File: config.mk
export PLATFORM = sky130hd
export DESIGN_NAME = dmem_arbiter
export DESIGN_NICKNAME = d
export VERILOG_FILES = /design/src/rtl/dmem_arbiter.sv
export SDC_FILE = /design/constraint.sdc
export NUM_CORES = 1
export LEC_CHECK = 0
export ABC_AREA = 1
export BUFFER_PORTS_ARGS = -buffer_cell sky130_fd_sc_hd__clkbuf_2
export CORE_MARGIN = 5
export CORE_UTILIZATION = 51
export DETAILED_ROUTE_END_ITERATION = 8
export PLACE_DENSITY_LB_ADDON = 0.3
export REMOVE_ABC_BUFFERS = 1
export SETUP_SLACK_MARGIN = 0.2
export SYNTH_ARGS = -nofsm -noshare
export SYNTH_HDL_FRONTEND = slang
export SYNTH_SLANG_ARGS = --single-unit
File: constraint.sdc
create_clock -name clk -period 8.7 [get_ports clk]
set_input_delay 1.305 -clock clk [delete_from_list [all_inputs] [get_ports clk]]
set_output_delay 1.305 -clock clk [all_outputs]
set_load 0.02 [all_outputs]
File: src/rtl/dmem_arbiter.sv
// Round-robin arbiter sharing one data-memory port between the core LSU (port 0)
// and the debug/loader DMA (port 1); misaligned accesses are answered without touching memory.
`timescale 1ns/1ps
module dmem_arbiter #(
  parameter int DM_ADDRESS = 9,
  parameter int DATA_W     = 32
) (
  input  logic                  clk,
  input  logic                  reset,
  input  logic                  m0_req,
  input  logic                  m0_we,
  input  logic [DM_ADDRESS-1:0] m0_addr,
  input  logic [DATA_W-1:0]     m0_wdata,
  input  logic [2:0]            m0_funct3,
  output logic                  m0_gnt,
  output logic                  m0_rvalid,
  output logic [DATA_W-1:0]     m0_rdata,
  output logic                  m0_err,
  input  logic                  m1_req,
  input  logic                  m1_we,
  input  logic [DM_ADDRESS-1:0] m1_addr,
  input  logic [DATA_W-1:0]     m1_wdata,
  input  logic [2:0]            m1_funct3,
  output logic                  m1_gnt,
  output logic                  m1_rvalid,
  output logic [DATA_W-1:0]     m1_rdata,
  output logic                  m1_err,
  output logic                  mem_read,
  output logic                  mem_write,
  output logic [DM_ADDRESS-1:0] mem_a,
  output logic [DATA_W-1:0]     mem_wd,
  output logic [2:0]            mem_funct3,
  input  logic [DATA_W-1:0]     mem_rd
);

  typedef enum logic [1:0] {
    ST_IDLE   = 2'd0,
    ST_ACCESS = 2'd1,
    ST_RESP   = 2'd2
  } state_t;

  function automatic logic misaligned(input logic [2:0] f3, input logic [1:0] a);
    case (f3)
      3'b001, 3'b101: misaligned = a[0];
      3'b010:         misaligned = (a != 2'b00);
      default:        misaligned = 1'b0;
    endcase
  endfunction

  state_t                r_state, w_state;
  logic                  r_last_grant, w_last_grant;
  logic                  r_id, w_id;
  logic                  r_we, w_we;
  logic [1:0]            r_gnt, w_gnt;
  logic [1:0]            r_rvalid, w_rvalid;
  logic [1:0]            r_err, w_err;
  logic [DATA_W-1:0]     r_rdata0, w_rdata0;
  logic [DATA_W-1:0]     r_rdata1, w_rdata1;
  logic                  r_mem_read, w_mem_read;
  logic                  r_mem_write, w_mem_write;
  logic [DM_ADDRESS-1:0] r_mem_a, w_mem_a;
  logic [DATA_W-1:0]     r_mem_wd, w_mem_wd;
  logic [2:0]            r_mem_funct3, w_mem_funct3;

  logic                  w_any;
  logic                  w_win;
  logic                  w_sel_we;
  logic [DM_ADDRESS-1:0] w_sel_addr;
  logic [DATA_W-1:0]     w_sel_wdata;
  logic [2:0]            w_sel_funct3;
  logic                  w_misal;
  logic [DATA_W-1:0]     w_resp_data;

  // Under contention the port that did not win last time is chosen.
  assign w_any        = m0_req | m1_req;
  assign w_win        = (m0_req && m1_req) ? ~r_last_grant : ~m0_req;
  assign w_sel_we     = w_win ? m1_we     : m0_we;
  assign w_sel_addr   = w_win ? m1_addr   : m0_addr;
  assign w_sel_wdata  = w_win ? m1_wdata  : m0_wdata;
  assign w_sel_funct3 = w_win ? m1_funct3 : m0_funct3;
  assign w_misal      = misaligned(w_sel_funct3, w_sel_addr[1:0]);
  assign w_resp_data  = r_we ? {DATA_W{1'b0}} : mem_rd;

  // Next-state and next-output computation for the arbitration FSM.
  always_comb begin
    w_state      = r_state;
    w_last_grant = r_last_grant;
    w_id         = r_id;
    w_we         = r_we;
    w_gnt        = 2'b00;
    w_rvalid     = 2'b00;
    w_err        = r_err;
    w_rdata0     = r_rdata0;
    w_rdata1     = r_rdata1;
    w_mem_read   = 1'b0;
    w_mem_write  = 1'b0;
    w_mem_a      = {DM_ADDRESS{1'b0}};
    w_mem_wd     = {DATA_W{1'b0}};
    w_mem_funct3 = 3'b000;
    case (r_state)
      ST_IDLE: begin
        if (w_any) begin
          w_last_grant = w_win;
          w_id         = w_win;
          w_we         = w_sel_we;
          w_gnt[w_win] = 1'b1;
          if (w_misal) begin
            // Error path: grant, response and error together; memory stays idle.
            w_state         = ST_RESP;
            w_rvalid[w_win] = 1'b1;
            w_err[w_win]    = 1'b1;
            if (w_win) begin
              w_rdata1 = {DATA_W{1'b0}};
            end else begin
              w_rdata0 = {DATA_W{1'b0}};
            end
          end else begin
            w_state      = ST_ACCESS;
            w_mem_read   = ~w_sel_we;
            w_mem_write  = w_sel_we;
            w_mem_a      = w_sel_addr;
            w_mem_wd     = w_sel_wdata;
            w_mem_funct3 = w_sel_funct3;
          end
        end else begin
          w_state = ST_IDLE;
        end
      end
      ST_ACCESS: begin
        w_state        = ST_RESP;
        w_rvalid[r_id] = 1'b1;
        w_err[r_id]    = 1'b0;
        if (r_id) begin
          w_rdata1 = w_resp_data;
        end else begin
          w_rdata0 = w_resp_data;
        end
      end
      ST_RESP: begin
        w_state = ST_IDLE;
      end
      default: begin
        w_state = ST_IDLE;
      end
    endcase
  end

  // State and registered-output update; reset drops any in-flight access.
  always_ff @(posedge clk or posedge reset) begin
    if (reset) begin
      r_state      <= ST_IDLE;
      r_last_grant <= 1'b1;
      r_id         <= 1'b0;
      r_we         <= 1'b0;
      r_gnt        <= 2'b00;
      r_rvalid     <= 2'b00;
      r_err        <= 2'b00;
      r_rdata0     <= {DATA_W{1'b0}};
      r_rdata1     <= {DATA_W{1'b0}};
      r_mem_read   <= 1'b0;
      r_mem_write  <= 1'b0;
      r_mem_a      <= {DM_ADDRESS{1'b0}};
      r_mem_wd     <= {DATA_W{1'b0}};
      r_mem_funct3 <= 3'b000;
    end else begin
      r_state      <= w_state;
      r_last_grant <= w_last_grant;
      r_id         <= w_id;
      r_we         <= w_we;
      r_gnt        <= w_gnt;
      r_rvalid     <= w_rvalid;
      r_err        <= w_err;
      r_rdata0     <= w_rdata0;
      r_rdata1     <= w_rdata1;
      r_mem_read   <= w_mem_read;
      r_mem_write  <= w_mem_write;
      r_mem_a      <= w_mem_a;
      r_mem_wd     <= w_mem_wd;
      r_mem_funct3 <= w_mem_funct3;
    end
  end

  assign m0_gnt     = r_gnt[0];
  assign m1_gnt     = r_gnt[1];
  assign m0_rvalid  = r_rvalid[0];
  assign m1_rvalid  = r_rvalid[1];
  assign m0_err     = r_err[0];
  assign m1_err     = r_err[1];
  assign m0_rdata   = r_rdata0;
  assign m1_rdata   = r_rdata1;
  assign mem_read   = r_mem_read;
  assign mem_write  = r_mem_write;
  assign mem_a      = r_mem_a;
  assign mem_wd     = r_mem_wd;
  assign mem_funct3 = r_mem_funct3;

endmodule
### Yosys cells after proc, flatten, opt, wreduce, memory -nomap -nowiden

Cells that the tools add are included.

* memories kept: 0
* memory bits (read-only): 0
* bits in latches: 0
* output and inout port bits: 116
* logic and storage cells: 93
* RAM bits: 0
* input port bits: 126
* register bits after elaboration: 121

* multiply operators: 0
* mux-type cells: 47
* order comparisons: 4
* div/mod/pow operators: 0
* reductions and logical operators: 11
* shifts and indexed selects: 0
* $add $sub $neg: 0
* bitwise logic cells: 7
* equal/unequal tests: 10

Operators by type and width (count)
* 32-bit 2-to-1 mux: 13
* 32-bit one-hot mux with 2 select lines: 2
* 9-bit 2-to-1 mux: 4
* 2-bit 2-to-1 mux: 8
* 3-bit 2-to-1 mux: 4
* 2-bit != test, second input constant: 6
* 2-bit one-hot mux with 2 select lines: 3
* 1-bit 2-to-1 mux: 10
* 5-bit AND reduction: 2
* 1-bit by 2-bit < comparator with 1-bit output, second input constant: 2
* 2-bit nonzero test: 2
* 3-bit by 1-bit equality test with 1-bit output, second input constant: 1
* 3-bit by 2-bit equality test with 1-bit output, second input constant: 1
* 3-bit equality test, second input constant: 1
* 1-bit logical AND: 3
* 1-bit inverter: 3
* 3-bit AND reduction: 1
* 2-bit AND: 1
* 1-bit demux with 1-bit select: 2
* 2-bit by 1-bit equality test with 1-bit output, second input constant: 1
* 1-bit greater-or-equal comparator, second input constant: 2
* 2-bit zero test: 1
* 2-bit inverter: 1
* 2-bit bitwise OR: 1
* other kinds (4): 4

### Longest topological paths before layout

Gate-level depths: netlist of run 1.

* depth after elaboration: 10
* depth in mapped cells: 13

### Worst setup path before layout of run 1

No wires, ideal clock.

* path kind: input port to flip-flop
* start: input m1_req
* end: register r_mem_a[2] (netlist: mem_a[2])
* buffers on the path: 3
* arrival time: 2.375 ns
* slack: 6.252 ns
* stages: 12
* cell sequence: nand2_4 > nand2_4 > buf_6 > nand2_1 > nand2_1 > nand3_1 > nand2_2 > nand2_1 > nand2_1 > buf_4 > buf_6 > a21oi_2

* word-level cells in the longest chain between the ends: 9
* elaborated cells on any way between the ends: 14
* classes of those cells: eq/ne (3); mux (7); bitwise (1); reduce/logical (3)

Ends and longest elaborated chain
* start: declaration: line 19 `input logic m1_req,`
* 1-bit logical AND: line 76 `assign w_win = (m0_req && m1_req) ? ~r_last_grant : ~m0_req;`
* 1-bit 2-to-1 mux: line 76
* 3-bit 2-to-1 mux: line 80 `assign w_sel_funct3 = w_win ? m1_funct3 : m0_funct3;`
* 3-bit by 1-bit equality test with 1-bit output / 3-bit equality test (equally long branches): line 43 `case (f3)`
* 2-bit OR reduction: line 43
* 1-bit one-hot mux with 2 select lines: line 43
* 9-bit 2-to-1 mux: line 107 `if (w_misal) begin`
* 9-bit 2-to-1 mux (*): line 102 `if (w_any) begin`
* 9-bit 2-to-1 mux (*): line 100 `case (r_state)`
* net w_mem_a[2]: line 61 `logic [DM_ADDRESS-1:0] r_mem_a, w_mem_a;`
* end signal: assignment: line 162 `r_mem_a <= {DM_ADDRESS{1'b0}};`
* end signal: assignment: line 177 `r_mem_a <= w_mem_a;`
* end: declaration: line 61

Mark *: on every way through the listed nets, which the timed path passes. The rest lies on a longest branch.
A chain may end at the register's enable or synchronous reset.

### Final worst setup path of run 1

* start: input m1_req
* end: register r_mem_a[6] (netlist: mem_a[6])

Same word-level chain as after synthesis.

==> impl_metrics.env, run 1 <==
export IMPL_die_width_um=114.3
export IMPL_tns_ps=0
export IMPL_gp_congestion=0.7968
export IMPL_dieArea_sq_mm=0.01306
export IMPL_finalCritPeriodShare=0.3983
export IMPL_critPathRequiredTime_ps=9030
export IMPL_post_route_drc_count=0
export IMPL_rsz0062_at_grt="false"
export IMPL_row_count=38
export IMPL_antenna_cells=0
export IMPL_vias=5299
export IMPL_routed_wl_um=15960
export IMPL_cp_data_arrival_time_ps=3800
export IMPL_yosysUniqueCellTypes=25
export IMPL_htreeDepth=4
export IMPL_fillers=922
export IMPL_die_y_um=114.3
export IMPL_total_power_uw=2512
export IMPL_powerDensity_mw_per_mm2=347.4
export IMPL_most_common_layout_cells="clkbuf_2 (241), nand2_1 (154), dfrtp_1 (120)"
export IMPL_synthAdderAreaFrac=0
export IMPL_yosys_warnings=0
export IMPL_io_pins=242
export IMPL_avgSynthCellArea_sq_um=8.464
export IMPL_drv_slew=0
export IMPL_clkLatencyLatePin_ps=510
export IMPL_clock_path_buffers=2
export IMPL_path_clk_slew_ps=60
export IMPL_cts_setup_buffers=0
export IMPL_dr_pass1_iters=5
export IMPL_status="finished, final reports clean"
export IMPL_cts_tree="built"
export IMPL_ys_ff_latch=121
export IMPL_drive_gt1_frac=0.3603
export IMPL_cp_max_fo=51
export IMPL_async_flop_share=1.000
export IMPL_grtUsageTotal=0.2476
export IMPL_max_cap_violations=0
export IMPL_worstMarginPinSlew_ps=1240
export IMPL_grt_overflow_total=0
export IMPL_synth_area_sq_mm=0.005544
export IMPL_cts_hold_buf=0
export IMPL_ys_flop_type="dfrtp_1"
export IMPL_synthSimpleGateAreaFrac=0.3081
export IMPL_synth_edf_count=0
export IMPL_syn_inst=655
export IMPL_post_cts_resize_count=0
export IMPL_design_core_area_sq_mm=0.01075
export IMPL_synthToLayoutAreaGrowth_pct=30.44
export IMPL_grt_pass1_wl_um=25600
export IMPL_period_minus_slack_ps=3465
export IMPL_path_class="input port to register"
export IMPL_cts_root_buf="clkbuf_8"
export IMPL_grt_pass1_vias=5236
export IMPL_finish_utilization=0.6730
export IMPL_finClkSkew_ps=9.127
export IMPL_grt_max_degree=71
export IMPL_ant_nets=0
export IMPL_hold_path_class="register to register"
export IMPL_nets=991
export IMPL_slew_headroom=0.1730
export IMPL_antenna_found_initial=0
export IMPL_cts_buffers=17
export IMPL_layout_commonest_cell="clkbuf_2"
export IMPL_drt_iter0_drc=342
export IMPL_start_util=0.5160
export IMPL_irDropWorstVdd_mv=0.1622
export IMPL_setup_violations=0
export IMPL_portBuffers=241
export IMPL_synth_top_family_by_area="simple AND/OR/NAND/NOR gates"
export IMPL_synth_compound_area_frac=0.06432
export IMPL_endpoint_kind="register"
export IMPL_synth_xor_xnor_area_share=0
export IMPL_fmax_mhz=288.6
export IMPL_leakagePower_uw=0.004224
export IMPL_wire_per_inst_um=15.70
export IMPL_vias_per_cell=5.210
export IMPL_muxShareOfSynthArea=0
export IMPL_ys_seq_area_frac=0.5464
export IMPL_dp_hpwl_um=11030
export IMPL_crit_path_start_kind="input port"
export IMPL_hold_viol_final=0
export IMPL_cts_sinks=121
-- Yosys cell counts, types with 2 or more instances --
cell	count	area share
nand2_1	155	0.10
dfrtp_1	120	0.54
nand3_1	109	0.098
nor2_1	76	0.051
inv_1	50	0.034
nand4_1	31	0.035
a21oi_2	30	0.047
clkbuf_1	29	0.020
a21oi_1	12	0.011
buf_2	9	0.0081
buf_1	5	0.0034
buf_4	5	0.0068
buf_6	4	0.0081
o21ai_0	4	0.0036
nand2_4	3	0.0061
inv_2	2	0.0014
nand2_2	2	0.0023
nand3b_1	2	0.0027
-- worst paths after layout --
kind / startpoint / to / slack [ps] / depth (start not counted)
min in group asynchronous: reset / m0_rdata[19] / 860 / 2
worst min register to register: m0_rdata[14] / m0_rdata[14] / 490 / 2
max in group asynchronous: reset / m1_rdata[5] / 6480 / 3
worst max-delay path: m1_req / mem_a[6] / 5230 / 10
worst max register to register: r_state[1] / m1_rdata[2] / 5600 / 9
worst min-delay path: m0_rdata[14] / m0_rdata[14] / 490 / 2
-- power breakdown --
part	total [uW]	internal, uW	switching, uW
Sequential	907	760	147
Combinational	959	279	680
Clock	646	409	237
Total	2510	1450	1060
-- state kept, by name (all words and copies together) (netlist names), 3 cells and up --
name	cells
m0_rdata	32
m1_rdata	32
mem_wd	32
mem_a	9
mem_funct3	3
-- routing by layer --
layer / GRT usage / wire length (um) / vias to the layer above
met2: 0.4173 / 7991 / 249
met4: 0.09580 / 344 / 0
met1: 0.3088 / 6298 / 2494
li1: - / - / 2530
met5: 0 / 0 / -
met3: 0.05973 / 1328 / 26
-- final cells by class --
class / count / area, sq um / share of cell area
sequential: 121 / 3029 / 0.4189
multi-input combinational: 430 / 2067 / 0.2858
timing repair buffer: 243 / 1221 / 0.1689
clock buffer: 21 / 439.2 / 0.06073
inverter: 52 / 197.7 / 0.02734
tap: 140 / 175.2 / 0.02422
clock inverter: 10 / 102.6 / 0.01419
-- stage by stage --
| stage | hold slack [ps] | instance area (sq um) | instances | worst slack (ps) |
|---|---|---|---|---|
| final | 493.3 | 7232 | 1017 | 5235 |
| after global placement | 480.2 | 6690 | 986 | 4892 |
| after global routing | 526.2 | 7232 | 1017 | 4993 |
| after CTS | 498.7 | 7232 | 1017 | 5260 |
| after detailed placement | 486.1 | 6690 | 986 | 4740 |
| after floorplan | 494.6 | 5289 | 603 | 4182 |
-- worst max-delay path: stages --
cell and delay [ps]:
clkbuf_2 130, nand2_4 280, nand2_4 540, nand2_1 110, nand2_1 110, nand3_1 90
nand2_2 130, nand2_1 90, nand2_2 860, a21oi_1 100
-- logic make-up after synthesis --
logic type / count (synthesis)
flops: 121
compound gates: 48
buf+inv: 104
simple gates: 382
No activity file was read; power rests on OpenSTA's default activity.
==> run 2: changes to the inputs <==
- CORE_UTILIZATION: 51 -> 43
- clock period: 8.7 -> 3 ns (I/O delays scaled with it)
==> impl_metrics.env, run 2 (synthesis gave the netlist of run 1 again) <==
export IMPL_path_clk_slew_ps=50
export IMPL_finClkSkew_ps=5.383
export IMPL_nets=1002
export IMPL_powerDensity_mw_per_mm2=1018
export IMPL_dpl_cell_area_sq_mm=0.006838
export IMPL_vias=5298
export IMPL_endpoint_kind="register"
export IMPL_leakagePower_uw=0.004317
export IMPL_io_pins=242
export IMPL_regArea_sq_mm=0.003029
export IMPL_slew_headroom=0.2781
export IMPL_synthToLayoutAreaGrowth_pct=34.48
export IMPL_row_count=41
export IMPL_cts_setup_buffers=0
export IMPL_drv_slew=0
export IMPL_grt_pass1_vias=5326
export IMPL_grt_max_degree=59
export IMPL_die_y_um=123.6
export IMPL_grt_overflow_total=0
export IMPL_wire_per_inst_um=15.66
export IMPL_critPathRequiredTime_ps=3330
export IMPL_cts_sinks=121
export IMPL_max_cap_violations=0
export IMPL_antenna_found_initial=0
export IMPL_setup_violations=0
export IMPL_design_core_area_sq_mm=0.01262
export IMPL_worstMarginPinSlew_ps=1082
export IMPL_fmax_mhz=450.4
export IMPL_clkLatencyLatePin_ps=410
export IMPL_antenna_cells=0
export IMPL_drive_gt1_frac=0.3690
export IMPL_layout_commonest_cell="clkbuf_2"
export IMPL_start_util=0.4393
export IMPL_most_common_layout_cells="clkbuf_2 (241), nand2_1 (154), dfrtp_1 (120)"
export IMPL_clock_path_buffers=2
export IMPL_dr_pass1_iters=5
export IMPL_grt_pass1_wl_um=26080
export IMPL_worstRegToRegCells=11
export IMPL_vias_per_cell=4.993
export IMPL_r2r_slack_ps=780
export IMPL_post_cts_resize_count=0
export IMPL_cp_data_arrival_time_ps=2550
export IMPL_cts_hold_buf=0
export IMPL_dieArea_sq_mm=0.01526
export IMPL_finalCritPeriodShare=0.7401
export IMPL_status="finished, final reports clean"
export IMPL_ant_nets=0
export IMPL_worst_slack_ps=779.8
export IMPL_cp_max_fo=30
export IMPL_multiInputGateArea_sq_mm=0.002067
export IMPL_gp_congestion=0.7819
export IMPL_cts_root_buf="clkbuf_16"
export IMPL_total_power_uw=7594
export IMPL_post_route_drc_count=0
export IMPL_die_width_um=123.6
export IMPL_htreeDepth=4
export IMPL_hold_path_class="input port to asynchronous set/reset pin"
export IMPL_hold_viol_final=0
export IMPL_place_ws_ps=702.4
export IMPL_fillers=1215
export IMPL_irDropWorstVdd_mv=0.4038
export IMPL_crit_path_start_kind="register"
export IMPL_rsz0062_at_grt="false"
export IMPL_finalInstanceArea_sq_mm=0.007456
export IMPL_grtUsageTotal=0.2225
export IMPL_path_class="register to register"
export IMPL_drt_iter0_drc=351
export IMPL_cts_buffers=17
export IMPL_cts_tree="built"
export IMPL_routed_wl_um=16610
export IMPL_dp_hpwl_um=11710
export IMPL_period_minus_slack_ps=2220
export IMPL_portBuffers=241
export IMPL_rr_endpoint="mem_wd[1]"
export IMPL_r2r_start="r_last_grant"
[run 2: changes by cell type in the layout (fill, tap and decap cells not counted)]
cell,before,now
buf_12,0,2
clkbuf_16,16,17
clkinv_2,7,3
buf_4,2,11
bufinv_16,2,3
clkbuf_8,2,5
[run 2: how the worst max path moves through the flow]
stage,startpoint,endpoint,slack (ps),cells past startpoint
finish,r_last_grant,mem_wd[1],780,11
global route,r_last_grant,mem_a[7],540,11
CTS,r_last_grant,mem_wd[1],780,11
detailed placement,m1_req,mem_wd[3],700,11
global placement,m1_req,mem_wd[0],760,11
floorplan,reset,m0_rdata[0],-660,1
[run 2: critical path, cell delays in order, from the launching register on]
cell and delay [ps]:
dfstp_2 520, inv_2 50, nand2_4 190, nand2_4 180
nand2_1 100, nand2_1 60, nand3_1 100, nand2_2 100
nand2_1 100, nand2_2 290, buf_12 300, a21oi_1 150
[run 2: final cells by class]
type | instances | area share
Clock buffer | 25 | 0.06780
Clock inverter | 7 | 0.01510
Inverter | 52 | 0.02651
Multi-Input combinational cell | 430 | 0.2772
Sequential cell | 121 | 0.4063
Tap cell | 172 | 0.02886
Timing Repair Buffer | 254 | 0.1782
[run 2: stage by stage]
stage,utilization,setup TNS [ps],hold slack [ps],cells
6_report,0.5908,0,46.86,1061
5_1_grt,0.5908,0,77.48,1061
4_1_cts,0.5908,0,43.04,1061
3_5_place_dp,0.5418,0,485.4,1029
3_3_place_gp,0.5418,0,481.1,1029
2_1_floorplan,-,-79500,494.6,603
[run 2: power by group]
| part | total [uW] | internal, uW | switching (uW) | leakage [uW] |
|---|---|---|---|---|
| logic | 2970 | 870 | 2100 | 0.00239 |
| registers | 2510 | 2200 | 307 | 0.00162 |
| clock network | 2110 | 1410 | 702 | 0.000303 |
[run 2: per-layer routing]
layer / up-vias / wire [um] / part of all wire / GRT usage
li1: 2556 / - / - / -
met3: 33 / 1634 / 0.098 / 0.07274
met2: 247 / 7968 / 0.48 / 0.3677
met5: - / 0 / 0 / 0
met4: 0 / 473 / 0.028 / 0.1031
met1: 2462 / 6538 / 0.39 / 0.2630
==> run 3: changes to the inputs <==
- ABC_AREA: 1 -> 0
- CORE_UTILIZATION: 43 -> 42
- clock period: 3 -> 2 ns (I/O delays scaled with it)
==> impl_metrics.env, run 3 <==
export IMPL_grtUsageTotal=0.2022
export IMPL_total_power_uw=9974
export IMPL_yosysUniqueCellTypes=31
export IMPL_crit_path_start_kind="register"
export IMPL_vias=4645
export IMPL_path_class="register to register"
export IMPL_io_pins=242
export IMPL_path_clk_slew_ps=50
export IMPL_finClkSkew_ps=5.860
export IMPL_routed_wl_um=14670
export IMPL_design_core_area_sq_mm=0.01211
export IMPL_leakagePower_uw=0.003698
export IMPL_synthToLayoutAreaGrowth_pct=37.12
export IMPL_grt_pass1_vias=4615
export IMPL_wire_per_inst_um=15.09
export IMPL_slew_headroom=0.5474
export IMPL_die_width_um=121.5
export IMPL_r2r_start="r_last_grant"
export IMPL_endpoint_kind="register"
export IMPL_synth_most_common_cell="nand2_1"
export IMPL_cts_tree="built"
export IMPL_drt_iter0_drc=289
export IMPL_ys_flop_type="dfrtp_1"
export IMPL_rr_endpoint="m0_rdata[18]"
export IMPL_cts_buffers=17
export IMPL_hold_start="m0_wdata[7]"
export IMPL_drv_slew=0
export IMPL_avgSynthCellArea_sq_um=9.324
export IMPL_drive_gt1_frac=0.4117
export IMPL_cp_max_fo=29
export IMPL_ys_seq_area_frac=0.5802
export IMPL_antenna_cells=0
export IMPL_antenna_found_initial=0
export IMPL_synth_top_family_by_area="simple AND/OR/NAND/NOR gates"
export IMPL_clock_path_buffers=2
export IMPL_multiInputGateArea_sq_mm=0.001997
export IMPL_powerDensity_mw_per_mm2=1393
export IMPL_synth_area_leader_cell="dfrtp_1"
export IMPL_grt_overflow_total=0
export IMPL_cp_data_arrival_time_ps=1990
export IMPL_vias_per_cell=4.779
export IMPL_yosys_warnings=0
export IMPL_ys_ff_latch=121
export IMPL_dieArea_sq_mm=0.01476
export IMPL_fillers=1101
export IMPL_clkLatencyLatePin_ps=410
export IMPL_syn_inst=560
export IMPL_synth_edf_count=0
export IMPL_cts_sinks=121
export IMPL_muxShareOfSynthArea=0.001917
export IMPL_dr_pass1_iters=4
export IMPL_critPathRequiredTime_ps=2290
export IMPL_start_util=0.4311
export IMPL_post_route_drc_count=0
export IMPL_fin_cells=972
export IMPL_regArea_sq_mm=0.003030
export IMPL_row_count=40
export IMPL_synth_xor_xnor_area_share=0
export IMPL_synthSimpleGateAreaFrac=0.2312
export IMPL_cts_root_buf="clkbuf_16"
export IMPL_nets=922
export IMPL_irDropWorstVdd_mv=0.5258
export IMPL_status="finished, final reports clean"
export IMPL_most_common_layout_cells="clkbuf_2 (241), nand2_1 (218), dfrtp_1 (119)"
export IMPL_rsz0062_at_grt="true"
export IMPL_dp_hpwl_um=10740
export IMPL_synth_common_cells="nand2_1 (218), dfrtp_1 (120), a21oi_1 (70)"
export IMPL_min_path_cells=3
export IMPL_grt_pass1_wl_um=23110
export IMPL_netlist_top_cells_area="dfrtp_1 (58%), nand2_1 (16%), a21oi_1 (6.7%), a21oi_2 (6.4%), nor2b_1 (4.2%)"
export IMPL_worstMarginPinSlew_ps=671.8
export IMPL_finalCritPeriodShare=0.8534
export IMPL_hold_path_class="input port to register"
export IMPL_hold_viol_final=0
export IMPL_portBuffers=241
export IMPL_synth_top_cell_area_share=0.5751
export IMPL_die_y_um=121.5
export IMPL_min_to="mem_wd[7]"
export IMPL_fin_hold_ws_ps=102.3
export IMPL_max_cap_violations=0
export IMPL_finish_utilization=0.5911
export IMPL_ant_nets=0
export IMPL_fmax_mhz=585.9
export IMPL_worstRegToRegCells=6
export IMPL_placed_cells=944
export IMPL_grt_max_degree=53
export IMPL_htreeDepth=4
export IMPL_async_flop_share=1.000
export IMPL_gp_congestion=0.8589
export IMPL_r2r_slack_ps=290
export IMPL_synth_compound_area_frac=0.1476
export IMPL_setup_violations=0
export IMPL_period_minus_slack_ps=1707
export IMPL_layout_commonest_cell="clkbuf_2"
export IMPL_synthAdderAreaFrac=0
export IMPL_synth_area_sq_mm=0.005221
## run 3: per-stage QoR
stage | cell area, sq um | worst slack, ps | TNS, ps
4_1_cts | 7151 | 261.4 | 0
5_1_grt | 7159 | 172.0 | 0
6_report | 7159 | 293.3 | 0
3_3_place_gp | 6604 | 276.9 | 0
3_5_place_dp | 6604 | 227.4 | 0
2_1_floorplan | 5036 | -1513 | -213000
## run 3: kinds of logic (layout without fill, tap and decap cells)
logic type             Yosys count  after routing
muxes                            1              1
AOI/OAI and AO/OA              117            117
buffers and inverters           42            286
DFF                            121            121
and+or+nand+nor                279            279
## run 3: area by class of cell
type | count | share of cell area
repair buffers | 254 | 0.1910
inverters | 5 | 0.002971
clock inverters | 4 | 0.006292
flip-flops and latches | 121 | 0.4233
well taps | 168 | 0.02936
clock buffers | 23 | 0.06816
multi-input cells | 397 | 0.2789
## run 3: power breakdown
group | internal (uW) | total, uW | switching, uW
combinational | 1170 | 3570 | 2400
clock | 1790 | 2770 | 981
sequential | 3160 | 3630 | 472
total | 6120 | 9970 | 3850
## run 3: metal layers
metal,GRT usage,vias to the layer above,routed length (um)
met2,0.3233,210,6939
met4,0.08754,0,352
li1,-,2260,-
met1,0.2438,2151,5892
met3,0.07646,24,1488
met5,0,-,0
## run 3: worst max-delay path by stage
stage	start	end	slack, ps	cells after the start
finish	r_last_grant	m0_rdata[18]	290	6
global route	r_last_grant	m0_rdata[28]	170	6
CTS	r_last_grant	m0_rdata[18]	260	6
detailed placement	r_last_grant	m0_rdata[28]	230	6
global placement	r_last_grant	m0_rdata[6]	280	6
floorplan	reset	m0_rdata[0]	-1510	1
## run 3: repair_timing
action | CTS | global route
endpoints found under the setup margin | 10 | 36
buffers inserted | 0 | 0
resized for setup | 1 | 3
hold buffers | 1 | 0
endpoints found under the hold margin | 28 | 0
pin swaps | 0 | 1
## run 3: worst max-delay path, stage by stage (launching register included)
cell and delay [ps]:
dfstp_2 530, nand2b_1 140, and2_4 220, nand2_1 110, nor2_2 250, buf_8 250
a21oi_1 70
